**config.mk**
```make
export PLATFORM = sky130hd
export DESIGN_NAME = ifetch_prefetch
export DESIGN_NICKNAME = d
export VERILOG_FILES = /design/src/rtl/ifetch_pkg.sv /design/src/rtl/ifetch_fifo.sv /design/src/rtl/ifetch_prefetch.sv
export SDC_FILE = /design/constraint.sdc
export NUM_CORES = 1
export LEC_CHECK = 0
export BUFFER_PORTS_ARGS = -buffer_cell sky130_fd_sc_hd__buf_4
export CAP_MARGIN = 20
export CORE_ASPECT_RATIO = 1.1
export CORE_MARGIN = 3
export CORE_UTILIZATION = 50
export CTS_CLUSTER_DIAMETER = 200
export CTS_CLUSTER_SIZE = 20
export DETAILED_ROUTE_END_ITERATION = 12
export PLACE_DENSITY = 0.67
export RECOVER_POWER = 50
export SLEW_MARGIN = 5
export SYNTH_ARGS = -nofsm -noshare
export SYNTH_HDL_FRONTEND = slang
export SYNTH_HIERARCHICAL = 1
export SYNTH_SLANG_ARGS = --single-unit
```
**constraint.sdc**
```tcl
create_clock -name CLK -period 4.7 [get_ports CLK]
set_input_delay 0.94 -clock CLK [delete_from_list [all_inputs] [get_ports CLK]]
set_output_delay 0.94 -clock CLK [all_outputs]
set_load 0.05 [all_outputs]
```
**src/rtl/ifetch_pkg.sv**
```systemverilog
// Shared types and helpers for the instruction prefetch front-end.
package ifetch_pkg;

  typedef struct packed {
    logic [31:0] pc;
    logic [31:0] instr;
  } fetch_entry_t;

  localparam logic [31:0] INSTR_NOP = 32'h0000_0013;

  // Byte PC to IMEM word address, masked to the memory's address width.
  function automatic logic [31:0] word_addr(input logic [31:0] pc, input int addr_w);
    logic [31:0] mask;
    mask = (addr_w >= 30) ? 32'h3FFF_FFFF : ((32'h1 << addr_w) - 32'h1);
    return (pc >> 2) & mask;
  endfunction

endpackage

```
**src/rtl/ifetch_fifo.sv**
```systemverilog
// Small synchronous FIFO of fetched {pc, instr} entries; flush beats push and pop.
module ifetch_fifo
  import ifetch_pkg::*;
#(
  parameter int DEPTH = 4,
  localparam int PTR_W = $clog2(DEPTH),
  localparam int CNT_W = PTR_W + 1
) (
  input  logic             CLK,
  input  logic             RSTn,
  input  logic             flush,
  input  logic             push,
  input  fetch_entry_t     push_entry,
  input  logic             pop,
  output fetch_entry_t     head,
  output logic [CNT_W-1:0] count,
  output logic             full,
  output logic             empty
);

  fetch_entry_t     mem_q [DEPTH];
  fetch_entry_t     mem_d [DEPTH];
  logic [PTR_W-1:0] wr_ptr_q, wr_ptr_d;
  logic [PTR_W-1:0] rd_ptr_q, rd_ptr_d;
  logic [CNT_W-1:0] count_q, count_d;
  logic             do_pop;

  assign empty  = (count_q == '0);
  assign full   = (count_q == CNT_W'(DEPTH));
  assign count  = count_q;
  assign head   = mem_q[rd_ptr_q];
  assign do_pop = pop & ~empty;

  // Storage survives a flush; only the pointers and count restart.
  always_comb begin
    mem_d    = mem_q;
    wr_ptr_d = wr_ptr_q;
    rd_ptr_d = rd_ptr_q;
    count_d  = count_q;
    if (flush) begin
      wr_ptr_d = '0;
      rd_ptr_d = '0;
      count_d  = '0;
    end else begin
      if (push) begin
        mem_d[wr_ptr_q] = push_entry;
        wr_ptr_d        = wr_ptr_q + PTR_W'(1);
      end
      if (do_pop) begin
        rd_ptr_d = rd_ptr_q + PTR_W'(1);
      end
      count_d = count_q + CNT_W'(push) - CNT_W'(do_pop);
    end
  end

  always_ff @(posedge CLK or negedge RSTn) begin
    if (!RSTn) begin
      mem_q    <= '{default: '0};
      wr_ptr_q <= '0;
      rd_ptr_q <= '0;
      count_q  <= '0;
    end else begin
      mem_q    <= mem_d;
      wr_ptr_q <= wr_ptr_d;
      rd_ptr_q <= rd_ptr_d;
      count_q  <= count_d;
    end
  end

endmodule

```
**src/rtl/ifetch_prefetch.sv**
```systemverilog
// Instruction prefetch front-end: IMEM request engine, redirect handling, output FIFO.
// Optional IFETCH_PERF_CNT_EN adds accepted-instruction and flush counters.
module ifetch_prefetch
  import ifetch_pkg::*;
#(
  parameter int          DEPTH    = 4,
  parameter int          ADDR_W   = 10,
  parameter logic [31:0] RESET_PC = 32'h0000_0000
) (
  input  logic              CLK,
  input  logic              RSTn,
  input  logic              redirect_valid,
  input  logic [31:0]       redirect_pc,
  output logic              imem_req,
  output logic [ADDR_W-1:0] imem_addr,
  input  logic [31:0]       imem_rdata,
  output logic              instr_valid,
  input  logic              instr_ready,
  output logic [31:0]       instr_data,
`ifdef IFETCH_PERF_CNT_EN
  output logic [31:0]       instr_pc,
  output logic [31:0]       perf_fetch_cnt,
  output logic [31:0]       perf_flush_cnt
`else
  output logic [31:0]       instr_pc
`endif
);

  localparam int CNT_W = $clog2(DEPTH) + 1;

  logic [31:0]      fetch_pc_q, fetch_pc_d;
  logic [31:0]      req_pc_q, req_pc_d;
  logic             inflight_q, inflight_d;
  logic [CNT_W-1:0] fifo_count;
  logic             fifo_full, fifo_empty;
  logic             pop, fifo_pop, fifo_push;
  logic [CNT_W:0]   occupancy;
  fetch_entry_t     head, push_entry;

  assign instr_valid = ~fifo_empty;
  assign instr_data  = head.instr;
  assign instr_pc    = head.pc;
  assign pop         = instr_valid & instr_ready;
  assign fifo_pop    = pop & ~redirect_valid;
  assign fifo_push   = inflight_q & ~redirect_valid & (~fifo_full | fifo_pop);
  assign push_entry  = '{pc: req_pc_q, instr: imem_rdata};

  // Slots already committed (buffered plus in flight) after this cycle's pop.
  assign occupancy = (CNT_W+1)'(fifo_count) + (CNT_W+1)'(inflight_q) - (CNT_W+1)'(pop);
  assign imem_req  = RSTn & ~redirect_valid & (occupancy < (CNT_W+1)'(DEPTH));
  assign imem_addr = ADDR_W'(word_addr(fetch_pc_q, ADDR_W));

  always_comb begin
    fetch_pc_d = fetch_pc_q;
    req_pc_d   = req_pc_q;
    inflight_d = imem_req;
    if (redirect_valid) begin
      fetch_pc_d = redirect_pc & 32'hFFFF_FFFC;
    end else if (imem_req) begin
      fetch_pc_d = fetch_pc_q + 32'd4;
      req_pc_d   = fetch_pc_q;
    end
  end

  always_ff @(posedge CLK or negedge RSTn) begin
    if (!RSTn) begin
      fetch_pc_q <= RESET_PC;
      req_pc_q   <= '0;
      inflight_q <= 1'b0;
    end else begin
      fetch_pc_q <= fetch_pc_d;
      req_pc_q   <= req_pc_d;
      inflight_q <= inflight_d;
    end
  end

  ifetch_fifo #(.DEPTH(DEPTH)) u_fifo (
    .CLK        (CLK),
    .RSTn       (RSTn),
    .flush      (redirect_valid),
    .push       (fifo_push),
    .push_entry (push_entry),
    .pop        (fifo_pop),
    .head       (head),
    .count      (fifo_count),
    .full       (fifo_full),
    .empty      (fifo_empty)
  );

`ifdef IFETCH_PERF_CNT_EN
  logic [31:0] perf_fetch_q, perf_fetch_d;
  logic [31:0] perf_flush_q, perf_flush_d;

  // A redirect only counts as a flush when it actually throws work away.
  always_comb begin
    perf_fetch_d = perf_fetch_q + {31'd0, fifo_pop};
    perf_flush_d = perf_flush_q;
    if (redirect_valid && ((fifo_count != '0) || inflight_q)) begin
      perf_flush_d = perf_flush_q + 32'd1;
    end
  end

  always_ff @(posedge CLK or negedge RSTn) begin
    if (!RSTn) begin
      perf_fetch_q <= '0;
      perf_flush_q <= '0;
    end else begin
      perf_fetch_q <= perf_fetch_d;
      perf_flush_q <= perf_flush_d;
    end
  end

  assign perf_fetch_cnt = perf_fetch_q;
  assign perf_flush_cnt = perf_flush_q;
`endif

endmodule

```
# Word level (Yosys, flattened, before mapping)
# Cells that the tools add are included.
word_totals:
  regBits: 328
  output_inout_bits: 76
op_classes:
  addsub: 7
  n_lt_le_gt_ge: 4
  eq_ne: 1
  n_mux: 13
  n_bitwise: 13
  reduce_logical: 7
op_table:
  columns: ["operator", "n"]
  rows:
  - ["$bwmux 256", 1]
  - ["$mux 64", 3]
  - ["$bmux 64 s2", 1]
  - ["$demux 64 s2", 1]
  - ["$mux 32", 2]
  - ["$add 32x3->32 const B", 1]
  - ["$mux 2", 4]
  - ["$and 1x1->1", 7]
  - ["$ge 3x3->1 const B", 2]
  - ["$not 2->3", 2]
  - ["$reduce_bool 2->1", 3]
  - ["$add 2x1->2 const B", 2]
  - ["$add 3x1->4", 1]
  - ["$lt 4x3->1 const B", 1]
  - ["$reduce_and 2->1", 2]
  - ["$sub 4x1->4", 1]
  - ["$add 3x1->3", 1]
  - ["$eq 3x3->1 const B", 1]
  - ["$logic_not 3->1", 1]
  - ["$lt 3x1->1 const B", 1]
  - ["$mux 3", 1]
  - ["$not 1->1", 3]
  - ["$sub 3x1->3", 1]
  - ["$logic_and 1x1->1", 1]
  - ["$or 1x1->1", 1]

# Logic depth before layout (Yosys ltp)
logic_depth:
  ltp_word: 9
  ltp_mapped: 13
  ltp_nobuf: 13

# Modules after synthesis
# Netlist, hierarchy kept.
by_module_without_submodules:
  columns: ["module", "instances", "cells_per_inst", "area_each_um2", "seq_area_each_um2"]
  rows:
  - ["ifetch_fifo", 1, 662, 11960.2, 6581.3]
  - ["ifetch_prefetch", 1, 300, 3209.3, 1526.5]

# Worst setup path before layout
# Ideal clock, no wire load.
synth_timing:
  path_kind: "register to output"
  from: "register u_fifo.count_q[1], in the netlist u_fifo/count[1]"
  to: "output port imem_req"
  t_arrival_ns: 2.832
  t_required_ns: 3.760
  slack_ns: 0.928
  path_stages_with_launch: 12
  path_buffers: 0
  cell_sequence: "dfrtp_1 nor3_1 inv_1 nand2_1 inv_1 ha_1 inv_1 ha_1 and3b_1 nor4_1 o21ai_1 inv_1"
synth_via:
  elab_chain_cells: 6
  word_cells_on_any_way: 7
  cone_classes: "add/sub (2); order compare (1); bitwise (3); reduce/logical (1)"
synth_rtl:
  columns: ["item", "line", "source"]
  rows:
  - ["from (decl)", "ifetch_fifo.sv:25", "logic [CNT_W-1:0] count_q, count_d;"]
  - ["from (signal assigned)", "ifetch_fifo.sv:66", "count_q <= count_d;"]
  - ["$logic_not 3->1", "ifetch_fifo.sv:28", "assign empty = (count_q == '0);"]
  - ["named net fifo_empty", "ifetch_prefetch.sv:35", "logic fifo_full, fifo_empty;"]
  - ["$not 1->1", "ifetch_prefetch.sv:40", "assign instr_valid = ~fifo_empty;"]
  - ["named net instr_valid", "ifetch_prefetch.sv:17", "output logic instr_valid,"]
  - ["$and 1x1->1", "ifetch_prefetch.sv:43", "assign pop = instr_valid & instr_ready;"]
  - ["$sub 4x1->4", "ifetch_prefetch.sv:49", "assign occupancy = (CNT_W+1)'(fifo_count) + (CNT_W+1)'(inflight_q) - (CNT_W+1)'(pop);"]
  - ["$lt 4x3->1", "ifetch_prefetch.sv:50", "assign imem_req = RSTn & ~redirect_valid & (occupancy < (CNT_W+1)'(DEPTH));"]
  - ["$and 1x1->1", "ifetch_prefetch.sv:50", null]
  - ["to (decl)", "ifetch_prefetch.sv:14", "output logic imem_req,"]
# The timed path passes the listed nets, and every way through them passes these cells.

# Worst setup path after layout
layout_timing:
  from: "register u_fifo.count_q[1], in the netlist u_fifo/count[1]"
  to: "output port imem_req"
layout_via:
  elab_chain_cells: 6
  word_cells_on_any_way: 7
  cone_classes: "add/sub (2); order compare (1); bitwise (3); reduce/logical (1)"
layout_rtl:
  columns: ["item", "line"]
  rows:
  - ["$logic_not 3->1", "ifetch_fifo.sv:28"]
  - ["named net fifo_empty", "ifetch_prefetch.sv:35"]
  - ["$not 1->1", "ifetch_prefetch.sv:40"]
  - ["$and 1x1->1", "ifetch_prefetch.sv:43"]
  - ["$sub 4x1->4", "ifetch_prefetch.sv:49"]
  - ["$lt 4x3->1", "ifetch_prefetch.sv:50"]
  - ["$and 1x1->1", "ifetch_prefetch.sv:50"]
# The timed path passes the listed nets, and every way through them passes these cells.

==> summary.md <==
| Metric | Value |
|---|---|
| Hold WC Path Type | input pin to async pin |
| Clock slew at reported path FFs | 0.08 ns |
| Tmin final | 4.06 ns |
| H-tree Lvls | 1 |
| Ant. Diodes | 0 |
| Worst EP arrival | 3.12 ns |
| Finished Layout Cells | 1457 |
| Multi-input logic area | 6310 sq um |
| First-pass GRT wire length | roughly 50 mm |
| Cell Pwr Density | between 400 and 500 nW/um^2 |
| Cell Area, Synth | between 15000 and 20000 sq um |
| Root Driver | clkbuf_16 |
| F_max | 246 MHz |
| IO buf count | 141 |
| Share of power burned in registers | 0.453 |
| Switching power | between 2 and 3 mW |
| Initial antenna violation count | 0 |
| Setup TNS | 0 ns |
| Synth Instances | 962 |
| Outcome | complete, but fails checks |
| Final Hold Viols | 0 |
| Placed Instance Area | 16300 sq um |
| Dominant cell type by area after synthesis | dfrtp_1 |
| Detailed placement HPWL | approximately 19 mm |
| Post-CTS sizing | 0 |
| Largest net degree at the start of global routing | 78 |
| Req. time, crit path | between 3 and 4 ns |
| Synthesis-to-layout area growth | 9.99% |
| Nets | 1160 |
| Post-route ant nets | 0 |
| DR vias/cell | 5.67 |
| Core area | slightly below 30000 sq um |
| Syn_area_per_cell | 15.8 sq um |
| Final hold slack | 0.353 ns |
| Seq cells post-synth | approximately 320 |
| Net Sw Frac | 0.351 |
| Failing checks | capacitance limit, slew limit |
| Drt wl/cell | 20.6 microns |
| Count of cell types in the netlist | 55 |
| Post-synth EDFFs | 0 |
| Logic pwr share | 0.337 |
| Slew headroom | -0.244 |
| Vias in the first global route | roughly 9000 |
| Ys async rst share | 1.00 |
| Post-CTS setup buffers | 0 |
| DRC | 0 |
| CTS Buf Count | 20 |
| Yosys top cell area share | 0.534 |
| Initial Util | 0.510 |
| Startpoint Class | flop |
| Most frequent cells after synthesis | dfrtp_1, mux2_2, mux2_1, mux4_2, mux2_4 |
| Dpl ws | 0.933 ns |
| Routed WL | 30.0 mm |
| Leak | 7.98 nW |
| Count leader, synth | dfrtp_1 |
| Measured slew at the worst slew-check pin | ~1.9 ns |
| Placed insts | 1433 |
| Reg2Reg Setup Slack | 1.20 ns |
| GRT Util Overall | 0.188 |
| Share of cells above drive strength 1 | 0.419 |
| Die H | ~190 microns |
| Final period util | 0.865 |
| Register area share after synthesis | 0.534 |
| Worst-skew pair later-pin latency | 0.51 ns |
| Cell Rows | 66 |
| Final Setup Violations | 0 |
| Slew Limit Fails | a little over 400 |
| Main synth FF type | dfrtp_1 |
| Final RePlAce weighted congestion | 0.763 |
| Power Internal | 5.29 mW |
| 1st-pass router iterations | 4 |
| Cts hold-fix bufs | 0 |
| Clock tree sinks | 324 |
| Sequential cell area | about 8100 sq um |
| Width of the die | about 170 microns |
| Global route overflow | 0 |
| CTS tree | done |
| IO Pins | about 140 |
| Peak VDD IR | between 200 and 250 uV |
| Clock share of power | 0.210 |
| Crit path kind | flop to output port |
| Finished Cell Area | 16700 sq um |
| Setup WS post-layout | 0.637 ns |
| RSZ-0062 raised after global routing | false |
| CP max FO | 23 |
| Final Skew | 0.0211 ns |
| Fill cells | 2437 |
| Vias | 8268 |
| Ys Warns | 6 |
| Synth top area cells | dfrtp_1, mux2_2, mux4_2 |
| Worst setup EP type | output port |
| MaxCap Viol Count | 7 |
| Initial DRC Count | 430 |
| Clk buf depth | 3 |
| Die area | 32500 sq um |
-- cell families (layout without fill, tap and decap cells) --
kind of cell	Yosys count	after routing	synth area share
AO/OA/AOI/OAI	56	56	0.0265
XOR/XNOR	28	28	0.0171
adder cells (fa/ha/maj)	11	11	0.00957
buffers and inverters	86	200	0.0477
flip-flops	324	324	0.534
multiplexers	362	362	0.331
other	1	8	0.000247
AND/OR/NAND/NOR	94	94	0.0337
-- critical path, cell delays in order (launching register included) --
cell and delay (ns):
dfrtp_1 0.49, nor3_1 0.23, inv_1 0.11, nand2_1 0.16, inv_1 0.06, ha_1 0.17
inv_1 0.05, ha_1 0.21, and3b_1 0.22, o2111a_1 0.24, buf_4 0.21, o21ai_2 0.15
inv_1 0.11, buf_4 0.21
-- path summary, 6_finish.rpt --
path | from | to | cells past startpoint
worst min-delay path | RSTn | u_fifo/mem_q[241] | 1
worst min register to register | u_fifo/mem_q[19] | u_fifo/mem_q[19] | 1
worst max register to register | u_fifo/count[1] | fetch_pc_q[26] | 12
worst max-delay path | u_fifo/count[1] | imem_req | 13
max in group asynchronous | RSTn | req_pc_q[5] | 3
min in group CLK | u_fifo/mem_q[19] | u_fifo/mem_q[19] | 1
-- power by group through the flow --
stage / logic, mW / registers (mW) / clock network (mW)
after floorplan: 2.15 / 3.60 / 0
after global placement: 2.80 / 3.73 / 0
after detailed placement: 2.84 / 3.75 / 0
after CTS: 2.84 / 3.71 / 1.80
after global routing: 2.89 / 3.78 / 1.90
final: 2.75 / 3.70 / 1.72
-- cell type report --
type | instances | share of cell area
clock buffers | 23 | 0.0319
clock inverters | 1 | 0.000975
inverters | 15 | 0.00337
multi-input cells | 559 | 0.378
flip-flops and latches | 324 | 0.486
well taps | 374 | 0.0280
repair buffers | 161 | 0.0711
-- flip-flops by register name (all words and copies together) (netlist names) --
register         flops
u_fifo/mem_q       256
inflight_q           1
req_pc_q            30
u_fifo/rd_ptr_q      2
fetch_pc_q          30
u_fifo/count         3
u_fifo/wr_ptr_q      2
-- layout by cell type, fill, tap and decap left out, types with 3 or more instances in the layout --
| cell type | n |
|---|---|
| and2b_2 | 3 |
| and3_1 | 4 |
| buf_12 | 3 |
| buf_4 | 137 |
| clkbuf_1 | 16 |
| clkbuf_16 | 21 |
| clkbuf_2 | 6 |
| conb_1 | 8 |
| dfrtp_1 | 323 |
| ha_1 | 10 |
| inv_1 | 14 |
| mux2_1 | 82 |
| mux2_2 | 165 |
| mux2_4 | 47 |
| mux2i_1 | 4 |
| mux4_2 | 64 |
| nand2_1 | 32 |
| nand3_1 | 7 |
| nand3b_1 | 4 |
| nand4_1 | 8 |
| nor2_1 | 13 |
| nor3_1 | 3 |
| nor4_1 | 5 |
| o2111ai_1 | 14 |
| o211ai_1 | 8 |
| o21ai_0 | 23 |
| xnor2_1 | 11 |
| xor2_1 | 16 |
-- metrics by stage --
step | power (mW) | util
6_report | 8.16 | 0.561
5_1_grt | 8.57 | 0.561
3_5_place_dp | 6.59 | 0.548
4_1_cts | 8.34 | 0.567
2_1_floorplan | 5.75 | -
3_3_place_gp | 6.53 | 0.548
-- routing by layer --
layer | wire (microns) | vias to the layer above | global-route usage
li1 | - | 3747 | -
met1 | 13600 | 4331 | 0.267
met2 | 15000 | 162 | 0.317
met3 | 1140 | 28 | 0.0237
met4 | 346 | 0 | 0.0304
met5 | 0 | - | 0
Note: power is estimated with default switching activity, not from simulation.
